$ cat src/rtl/aes_result_tx_pkg.sv
// Shared definitions for the AES result transmitter: FSM state encodings,
// RAM block layout constants and default timing parameters.
// Optional feature macro: AES_RESULT_TX_PARITY_EN (even parity bit per frame).
package aes_result_tx_pkg;

  typedef enum logic [3:0] {
    S_IDLE      = 4'd0,
    S_POLL_REQ  = 4'd1,
    S_POLL_WAIT = 4'd2,
    S_POLL_CHK  = 4'd3,
    S_RD_REQ    = 4'd4,
    S_RD_WAIT   = 4'd5,
    S_RD_CAP    = 4'd6,
    S_TX_LOAD   = 4'd7,
    S_TX_WAIT   = 4'd8,
    S_DONE      = 4'd9,
    S_ERR       = 4'd10
  } state_e;

  // Block k occupies RAM addresses 10k+1 .. 10k+10.
  localparam logic [6:0]  BLK_WORDS  = 7'd10;
  localparam logic [6:0]  MARKER_OFS = 7'd10;
  localparam logic [6:0]  CIPHER_OFS = 7'd6;
  localparam logic [31:0] MARKER_VAL = 32'hFFFF_FFFF;
  // Highest block index whose marker still fits in the 7-bit address space.
  localparam logic [3:0]  MAX_BLK    = 4'd11;

  localparam int CLKS_PER_BIT_DEF = 434;   // 50 MHz / 115200 baud
  localparam int POLL_MAX_DEF     = 1023;

  // First address of block k minus one (10k).
  function automatic logic [6:0] blk_base(input logic [3:0] k);
    return {3'b000, k} * BLK_WORDS;
  endfunction

endpackage

$ cat src/rtl/uart_tx_byte.sv
// One-byte UART transmitter: start bit, 8 data bits LSB first, optional even
// parity, stop bit. Each bit lasts CLKS_PER_BIT cycles. tx_done is high during
// the last cycle of the stop bit so the next byte can start one cycle later.
// Optional feature macro: AES_RESULT_TX_PARITY_EN.
module uart_tx_byte
  import aes_result_tx_pkg::*;
#(
  parameter int CLKS_PER_BIT = CLKS_PER_BIT_DEF
) (
  input  logic       clk,
  input  logic       rst_n,
  input  logic       tx_start,
  input  logic [7:0] tx_data,
  output logic       tx,
  output logic       tx_done
);

`ifdef AES_RESULT_TX_PARITY_EN
  localparam int FRAME_BITS = 11;
`else
  localparam int FRAME_BITS = 10;
`endif
  localparam int BW = $clog2(CLKS_PER_BIT + 1);
  localparam int CW = $clog2(FRAME_BITS);

  // Frame shifts right; bit 0 is the bit currently on the line.
  logic                  active_q, active_d;
  logic [FRAME_BITS-1:0] frame_q, frame_d;
  logic [BW-1:0]         baud_q, baud_d;
  logic [CW-1:0]         bit_q, bit_d;
  logic [FRAME_BITS-1:0] frame_new;
  logic                  bit_end;

  // Assemble the frame to send, LSB first on the wire.
  always_comb begin
`ifdef AES_RESULT_TX_PARITY_EN
    frame_new = {1'b1, ^tx_data, tx_data, 1'b0};
`else
    frame_new = {1'b1, tx_data, 1'b0};
`endif
  end

  assign bit_end = active_q && (baud_q == BW'(CLKS_PER_BIT - 1));
  assign tx_done = bit_end && (bit_q == CW'(FRAME_BITS - 1));
  assign tx      = frame_q[0];

  // Baud and bit counting; idle frame is all ones so tx idles high.
  always_comb begin
    active_d = active_q;
    frame_d  = frame_q;
    baud_d   = baud_q;
    bit_d    = bit_q;
    if (!active_q) begin
      if (tx_start) begin
        active_d = 1'b1;
        frame_d  = frame_new;
        baud_d   = '0;
        bit_d    = '0;
      end
    end else if (bit_end) begin
      baud_d = '0;
      if (tx_done) begin
        active_d = 1'b0;
        frame_d  = '1;
      end else begin
        bit_d   = bit_q + 1'b1;
        frame_d = {1'b1, frame_q[FRAME_BITS-1:1]};
      end
    end else begin
      baud_d = baud_q + 1'b1;
    end
  end

  // State registers; reset aborts any frame and returns the line high.
  always_ff @(posedge clk) begin
    if (!rst_n) begin
      active_q <= 1'b0;
      frame_q  <= '1;
      baud_q   <= '0;
      bit_q    <= '0;
    end else begin
      active_q <= active_d;
      frame_q  <= frame_d;
      baud_q   <= baud_d;
      bit_q    <= bit_d;
    end
  end

endmodule

$ cat src/rtl/aes_result_tx.sv
// AES result readback/transmit: polls the completion marker of block k in the
// 128x32 RAM, reads the four ciphertext words (highest address first) and sends
// them MSB byte first as 16 UART frames.
// Optional feature macro: AES_RESULT_TX_PARITY_EN (passed to uart_tx_byte).
module aes_result_tx
  import aes_result_tx_pkg::*;
#(
  parameter int CLKS_PER_BIT = CLKS_PER_BIT_DEF,
  parameter int POLL_MAX     = POLL_MAX_DEF
) (
  input  logic        clk,
  input  logic        rst_n,
  input  logic        start,
  input  logic [3:0]  blk,
  output logic        busy,
  output logic        done,
  output logic        err,
  output logic        ram_en,
  output logic        ram_action,
  output logic [6:0]  ram_addr,
  input  logic [31:0] ram_data,
  output logic        tx
);

  localparam int PW = (POLL_MAX < 1) ? 1 : $clog2(POLL_MAX + 1);

  state_e        state_q, state_d;
  logic [3:0]    blk_q, blk_d;
  logic [PW-1:0] poll_q, poll_d;
  logic [1:0]    w_q, w_d;
  logic [1:0]    b_q, b_d;
  logic [31:0]   word_q, word_d;
  logic          tx_start;
  logic          tx_done;
  logic [7:0]    tx_data;

  assign ram_action = 1'b0;
  assign tx_data    = word_q[{b_q, 3'b000} +: 8];

  // Next-state and outputs; outputs decode from state alone.
  always_comb begin
    state_d  = state_q;
    blk_d    = blk_q;
    poll_d   = poll_q;
    w_d      = w_q;
    b_d      = b_q;
    word_d   = word_q;
    busy     = 1'b0;
    done     = 1'b0;
    err      = 1'b0;
    ram_en   = 1'b0;
    ram_addr = '0;
    tx_start = 1'b0;
    case (state_q)
      S_IDLE: begin
        if (start) begin
          blk_d   = blk;
          poll_d  = '0;
          state_d = (blk > MAX_BLK) ? S_ERR : S_POLL_REQ;
        end
      end
      S_POLL_REQ: begin
        busy     = 1'b1;
        ram_en   = 1'b1;
        ram_addr = blk_base(blk_q) + MARKER_OFS;
        state_d  = S_POLL_WAIT;
      end
      S_POLL_WAIT: begin
        busy    = 1'b1;
        state_d = S_POLL_CHK;
      end
      S_POLL_CHK: begin
        busy = 1'b1;
        if (ram_data == MARKER_VAL) begin
          w_d     = 2'd3;
          state_d = S_RD_REQ;
        end else if (poll_q == PW'(POLL_MAX)) begin
          state_d = S_ERR;
        end else begin
          poll_d  = poll_q + 1'b1;
          state_d = S_POLL_REQ;
        end
      end
      S_RD_REQ: begin
        busy     = 1'b1;
        ram_en   = 1'b1;
        ram_addr = blk_base(blk_q) + CIPHER_OFS + {5'b00000, w_q};
        state_d  = S_RD_WAIT;
      end
      S_RD_WAIT: begin
        busy    = 1'b1;
        state_d = S_RD_CAP;
      end
      S_RD_CAP: begin
        busy    = 1'b1;
        word_d  = ram_data;
        b_d     = 2'd3;
        state_d = S_TX_LOAD;
      end
      S_TX_LOAD: begin
        busy     = 1'b1;
        tx_start = 1'b1;
        state_d  = S_TX_WAIT;
      end
      S_TX_WAIT: begin
        busy = 1'b1;
        if (tx_done) begin
          if (b_q != 2'd0) begin
            b_d     = b_q - 1'b1;
            state_d = S_TX_LOAD;
          end else if (w_q != 2'd0) begin
            w_d     = w_q - 1'b1;
            state_d = S_RD_REQ;
          end else begin
            state_d = S_DONE;
          end
        end
      end
      S_DONE: begin
        done    = 1'b1;
        state_d = S_IDLE;
      end
      S_ERR: begin
        err     = 1'b1;
        state_d = S_IDLE;
      end
      default: state_d = S_IDLE;
    endcase
  end

  // FSM state and datapath registers.
  always_ff @(posedge clk) begin
    if (!rst_n) begin
      state_q <= S_IDLE;
      blk_q   <= '0;
      poll_q  <= '0;
      w_q     <= '0;
      b_q     <= '0;
      word_q  <= '0;
    end else begin
      state_q <= state_d;
      blk_q   <= blk_d;
      poll_q  <= poll_d;
      w_q     <= w_d;
      b_q     <= b_d;
      word_q  <= word_d;
    end
  end

  uart_tx_byte #(
    .CLKS_PER_BIT(CLKS_PER_BIT)
  ) u_tx (
    .clk     (clk),
    .rst_n   (rst_n),
    .tx_start(tx_start),
    .tx_data (tx_data),
    .tx      (tx),
    .tx_done (tx_done)
  );

endmodule

$ cat config.mk
export PLATFORM = sky130hd
export DESIGN_NAME = aes_result_tx
export DESIGN_NICKNAME = d
export VERILOG_FILES = /design/src/rtl/aes_result_tx_pkg.sv /design/src/rtl/uart_tx_byte.sv /design/src/rtl/aes_result_tx.sv
export SDC_FILE = /design/constraint.sdc
export NUM_CORES = 1
export LEC_CHECK = 0
export ABC_AREA = 1
export CORE_MARGIN = 5
export CORE_UTILIZATION = 56
export DETAILED_ROUTE_END_ITERATION = 12
export PLACE_DENSITY = 0.91
export RECOVER_POWER = 25
export SKIP_CTS_REPAIR_TIMING = 1
export SLEW_MARGIN = 20
export SYNTH_ARGS = -nofsm -noshare
export SYNTH_HDL_FRONTEND = slang
export SYNTH_SLANG_ARGS = --single-unit
$ cat constraint.sdc
create_clock -name clk -period 2.45 [get_ports clk]
set_clock_uncertainty 0.15 [all_clocks]
set_input_delay 0.245 -clock clk [delete_from_list [all_inputs] [get_ports clk]]
set_output_delay 0.245 -clock clk [all_outputs]
set_load 0.02 [all_outputs]
# Word-level counts from Yosys, hierarchy flattened
# Cells that the tools add are included.
# Widths: inputs -> output; s select.
# op_classes
n_addsub	8
mul	1
div	0
n_lt_le_gt_ge	1
n_eq_ne	24
shifts	1
n_mux	41
n_bitwise	0
reduce_logical	18
# ops
op	count
$mux 10	6
$mux 4	11
$mux 9	4
$pmux 4 s9	1
$eq 32x32->1 const B	1
$shiftx 32x6->8	1
$ne 2x2->1 const B	10
$pmux 10 s2	1
$eq 4x3->1 const B	4
$eq 4x4->1 const B	4
$pmux 7 s2	1
$mux 2	6
$reduce_bool 2->1	6
$add 10x1->10 const B	1
$eq 10x10->1 const B	1
$add 9x1->9 const B	1
$eq 9x9->1 const B	1
$mux 1	9
$eq 4x2->1 const B	2
$pmux 2 s2	2
$reduce_or 8->1	1
$add 7x2->7	1
$add 7x3->7 const B	1
$add 7x4->7 const B	1
12 further kinds	17
# totals
ff_bits	78
latchBits	0
ramBits	0
mem_bits_ro	0
out_inout_bits	13
memories	0

# Depth between registers and ports, before layout
# depth
depth_word	6
mapped_depth	11
ltp_nobuf	11

# Modules after synthesis
# From an unflattened synthesis, not the netlist that was laid out.
# hier_totals
hier_cells	698
area_unflattened_um2	4595.7
# by_module_without_submodules
mod	instances	cells_each	area_each_um2	seq_area_each_um2
aes_result_tx	1	494	3241.9	1081.0
uart_tx_byte	1	204	1353.8	460.4

# Least setup slack after synthesis
# OpenSTA, ideal clock, no wires.
# synth_timing
kind	reg2out
startpoint	register blk_q[1]
endpoint	output ram_addr[6]
arrival_ps	2165
t_required_ps	2055
slack_ps	-110
stages_incl_launch_ff	8
cell_sequence	dfxtp_1 > ha_1 > ha_1 > fa_1 > inv_1 > nor2_1 > xnor2_1 > o21ai_0
# synth_between
elab_chain_len	4
# synth_lines
element	line_no	source
start: declaration	aes_result_tx.sv:28	logic [3:0] blk_q, blk_d;
start signal: assignment	aes_result_tx.sv:142	blk_q <= blk_d;
$mul 4x3->6 *	aes_result_tx_pkg.sv:33	return {3'b000, k} * BLK_WORDS;
$add 7x3->7	aes_result_tx.sv:87	ram_addr = blk_base(blk_q) + CIPHER_OFS + {5'b00000, w_q};
$add 7x2->7	aes_result_tx.sv:87	
$pmux 7 s2 *	aes_result_tx.sv:54	case (state_q)
end: declaration	aes_result_tx.sv:20	output logic [6:0] ram_addr,
# Mark *: on every way between the ends. The rest lies on a longest branch, timed or not.

# Worst setup path in the final report
# Same ends and word-level chain as after synthesis.

==> summary.md <==
| Metric | Value |
|---|---|
| DRT Wirelength | 11210 µm |
| Design Area, Final | 0.005354 mm² |
| Post-DP HPWL | 7947 µm |
| Die area | 0.009716 mm² |
| Layout cells sized above 1 | 0.1293 |
| Total Routing Usage GR | 0.2282 |
| Die height | 98.57 µm |
| Sequential Power Share | 0.356 |
| Top-count cell post-synth | nand2_1 |
| Core area | 0.007687 mm² |
| Starting Density | 0.5715 |
| CTS clk-pin slew, worst paths | 0.09 ns |
| Worst Max-Slew Pin Slew | 0.6475 ns |
| Clock network power share | 0.290 |
| Synth Register Bits | 77 |
| Synth Flop Type | dfxtp_1 |
| DIE WIDTH | 98.57 µm |
| Max-slew violations | 0 |
| Pint | 2.503 mW |
| Area share of the largest cell type after synthesis | 0.3509 |
| RSZ-0062 raised after global routing | true |
| Post-Synthesis Cells | 638 |
| Vias per std cell | 5.493 |
| VDD IR max | 0.3063 mV |
| Synth-to-Final Area Change | 21.87% |
| Post-synth top cells | nand2_1, nor2_1, dfxtp_1 |
| # DRC | 0 |
| Data arrival, critical path | 2.27 ns |
| Setup_tns | -0.4046 ns |
| Placed Cells | 789 |
| Crit Path Class | flip-flop to output port |
| CTS max path bufs | 2 |
| Buf/Inv on CP | 1 |
| Most used cell, CP | ha_4 |
| Status | complete, but fails checks |
| Sw Share | 0.3537 |
| Detailed-route wire length per cell | 13.90 µm |
| Max-capacitance violation count | 0 |
| Yosys cell types | 46 |
| P per Cell Area | 723.2 mW/mm² |
| Sink Count | 77 |
| Violated checks | setup timing |
| Setup slack, reg-to-reg | 0.09 ns |
| Ys Warns | 0 |
| GP Congestion | 0.9381 |
| CTS root buf | clkbuf_8 |
| Leakage | 2.183 nW |
| Initial antenna violation count | 0 |
| Asr flop ratio synth | 0 |
| Share of power burned in combinational logic | 0.354 |
| Layout Nets | 755 |
| Antenna cell count | 0 |
| DR vias | 4427 |
| Final worst-path cycle share | 1.088 |
| Vias in the first global route | 4111 |
| Filler cell count | 609 |
| Mean Syn Cell Area | 6.886 µm² |
| Pre-Repair DR Iteration Count | 5 |
| TritonCTS clock tree | yes |
| Port bufs | 50 |
| Setup violators final | 4 |
| Area leader, netlist | dfxtp_1 |
| Crit. End Element | output port |
| Max stage delay on crit path | 0.48 ns |
| Worst slew margin | 0.5679 |
| H-tree levels | 3 |
| Startpoint types | flip-flop |
| Critical path's slowest cell | fa_1 |
| CTS buffer count | 9 |
| Pin count of the biggest net entering global routing | 45 |
| Area of the multi-input gates | 0.002532 mm² |
| DP Area | 0.005074 mm² |
| Seq. cell area | 0.001548 mm² |
| Worst endpoint required time | 2.06 ns |
| Post-synthesis sequential area ratio | 0.3509 |
| F_max | 375.2 MHz |
| First-pass GRT wire length | 18400 µm |
| Post-route ant nets | 0 |
| Final Instance Count excl. Fillers | 806 |
| Starting DRT DRC Count | 349 |
| Cell breakdown of the critical path | ha_4 -> ha_4 -> fa_1 -> xor2_2 -> a21oi_2 -> o21ai_2 -> o21ai_1 -> buf_4 |
| Mapped Area | 0.004393 mm² |
| Switching power | 1.369 mW |
| HP Class | flip-flop to flip-flop |
| Post-synth EDFFs | 0 |
| Synth top area cells | dfxtp_1, nand2_1, nor2_1 |
| Gr ovfl total | 0 |
| Kind of cell adding the most delay to the critical path | adder cells |
| Worst Path Max Fanout | 3 |
| Io pins | 52 |
| Clk Latency, worst-skew pair | 0.36 ns |
| Post-route setup slack | -0.2150 ns |
| Row count | 32 |
| Fin crit period | 2.665 ns |
| Fin. Hold Viols | 0 |
| Syn Nets | 694 |
## kinds of logic after synthesis
kind of cell / synth area share
AND/OR/NAND/NOR: 0.3122
AO/OA/AOI/OAI: 0.1843
buffers and inverters: 0.07804
flip-flops: 0.3509
adder cells (fa/ha/maj): 0.05184
XOR/XNOR: 0.02193
other: 0.0008536
## cell usage in the layout, fill, tap and decap left out, types with 3 or more instances in the layout
| cell type | instances |
|---|---|
| clkdlybuf4s50_1 | 41 |
| ha_1 | 11 |
| o21ai_0 | 48 |
| dlymetal6s2s_1 | 5 |
| o211ai_1 | 4 |
| nand2_1 | 138 |
| and3_1 | 3 |
| buf_4 | 21 |
| nor3_1 | 3 |
| nand3_1 | 22 |
| nand2_2 | 5 |
| dfxtp_1 | 74 |
| inv_1 | 53 |
| a211oi_1 | 3 |
| nor2_4 | 7 |
| buf_6 | 3 |
| o31ai_1 | 8 |
| xnor2_1 | 3 |
| a21oi_2 | 3 |
| clkbuf_8 | 10 |
| nor2_1 | 109 |
| nand2_4 | 5 |
| o22ai_1 | 4 |
| inv_2 | 6 |
| a21oi_1 | 63 |
| nand4_1 | 5 |
| xor2_1 | 7 |
## cell type report
class / instances / area share
Multi-Input combinational cell: 477 / 0.4730
Sequential cell: 77 / 0.2891
Timing Repair Buffer: 71 / 0.1260
Inverter: 63 / 0.04510
Clock buffer: 10 / 0.02571
Tap cell: 102 / 0.02384
Clock inverter: 6 / 0.01729
## routing by layer
layer | track usage | routed length (µm)
met1 | 0.2825 | 4591
met2 | 0.3833 | 5568
met3 | 0.04246 | 685
met4 | 0.1071 | 361
met5 | 0 | 0
## worst paths after layout
check        startpoint               to  cells after the start
max            blk_q[1]      ram_addr[6]                      8
min           word_q[6]        word_q[6]                      2
min reg2reg   word_q[6]        word_q[6]                      2
max reg2reg  state_q[3]  u_tx.frame_q[5]                      9
## flip-flops by register name (all words and copies together) (netlist names)
| register | count |
|---|---|
| word_q | 32 |
| poll_q | 10 |
| u_tx.baud_q | 9 |
| u_tx.frame_q | 9 |
| blk_q | 4 |
| state_q | 4 |
| u_tx.bit_q | 4 |
| b_q | 2 |
| w_q | 2 |
| u_tx.active_q | 1 |
## tightest hold or removal path, delay by kind of cell (launching register included)
family | cells | cell delay (ns)
DFF | 1 | 0.30
AOI/OAI and AO/OA | 1 | 0.05
buffers and inverters | 1 | 0.06
## power groups by stage
stage	Clock, mW	Sequential [mW]	Combinational, mW
3_5_place_dp	0	1.40	1.32
6_report	1.12	1.38	1.37
3_3_place_gp	0	1.40	1.26
4_1_cts	1.12	1.37	1.33
2_1_floorplan	0	1.40	0.826
5_1_grt	1.18	1.39	1.53
## metrics by stage
stage	setup WS [ns]	hold slack, ns	util	power, mW
6_report	-0.2150	0.3032	0.6965	3.872
5_1_grt	-0.3179	0.3259	0.6965	4.103
4_1_cts	-0.6918	0.3065	0.6899	3.825
3_5_place_dp	-0.3045	0.2937	0.6600	2.723
3_3_place_gp	-0.2134	0.2858	0.6600	2.652
2_1_floorplan	0.04014	0.2299	-	2.230
Note: power is estimated with default switching activity, not from simulation.
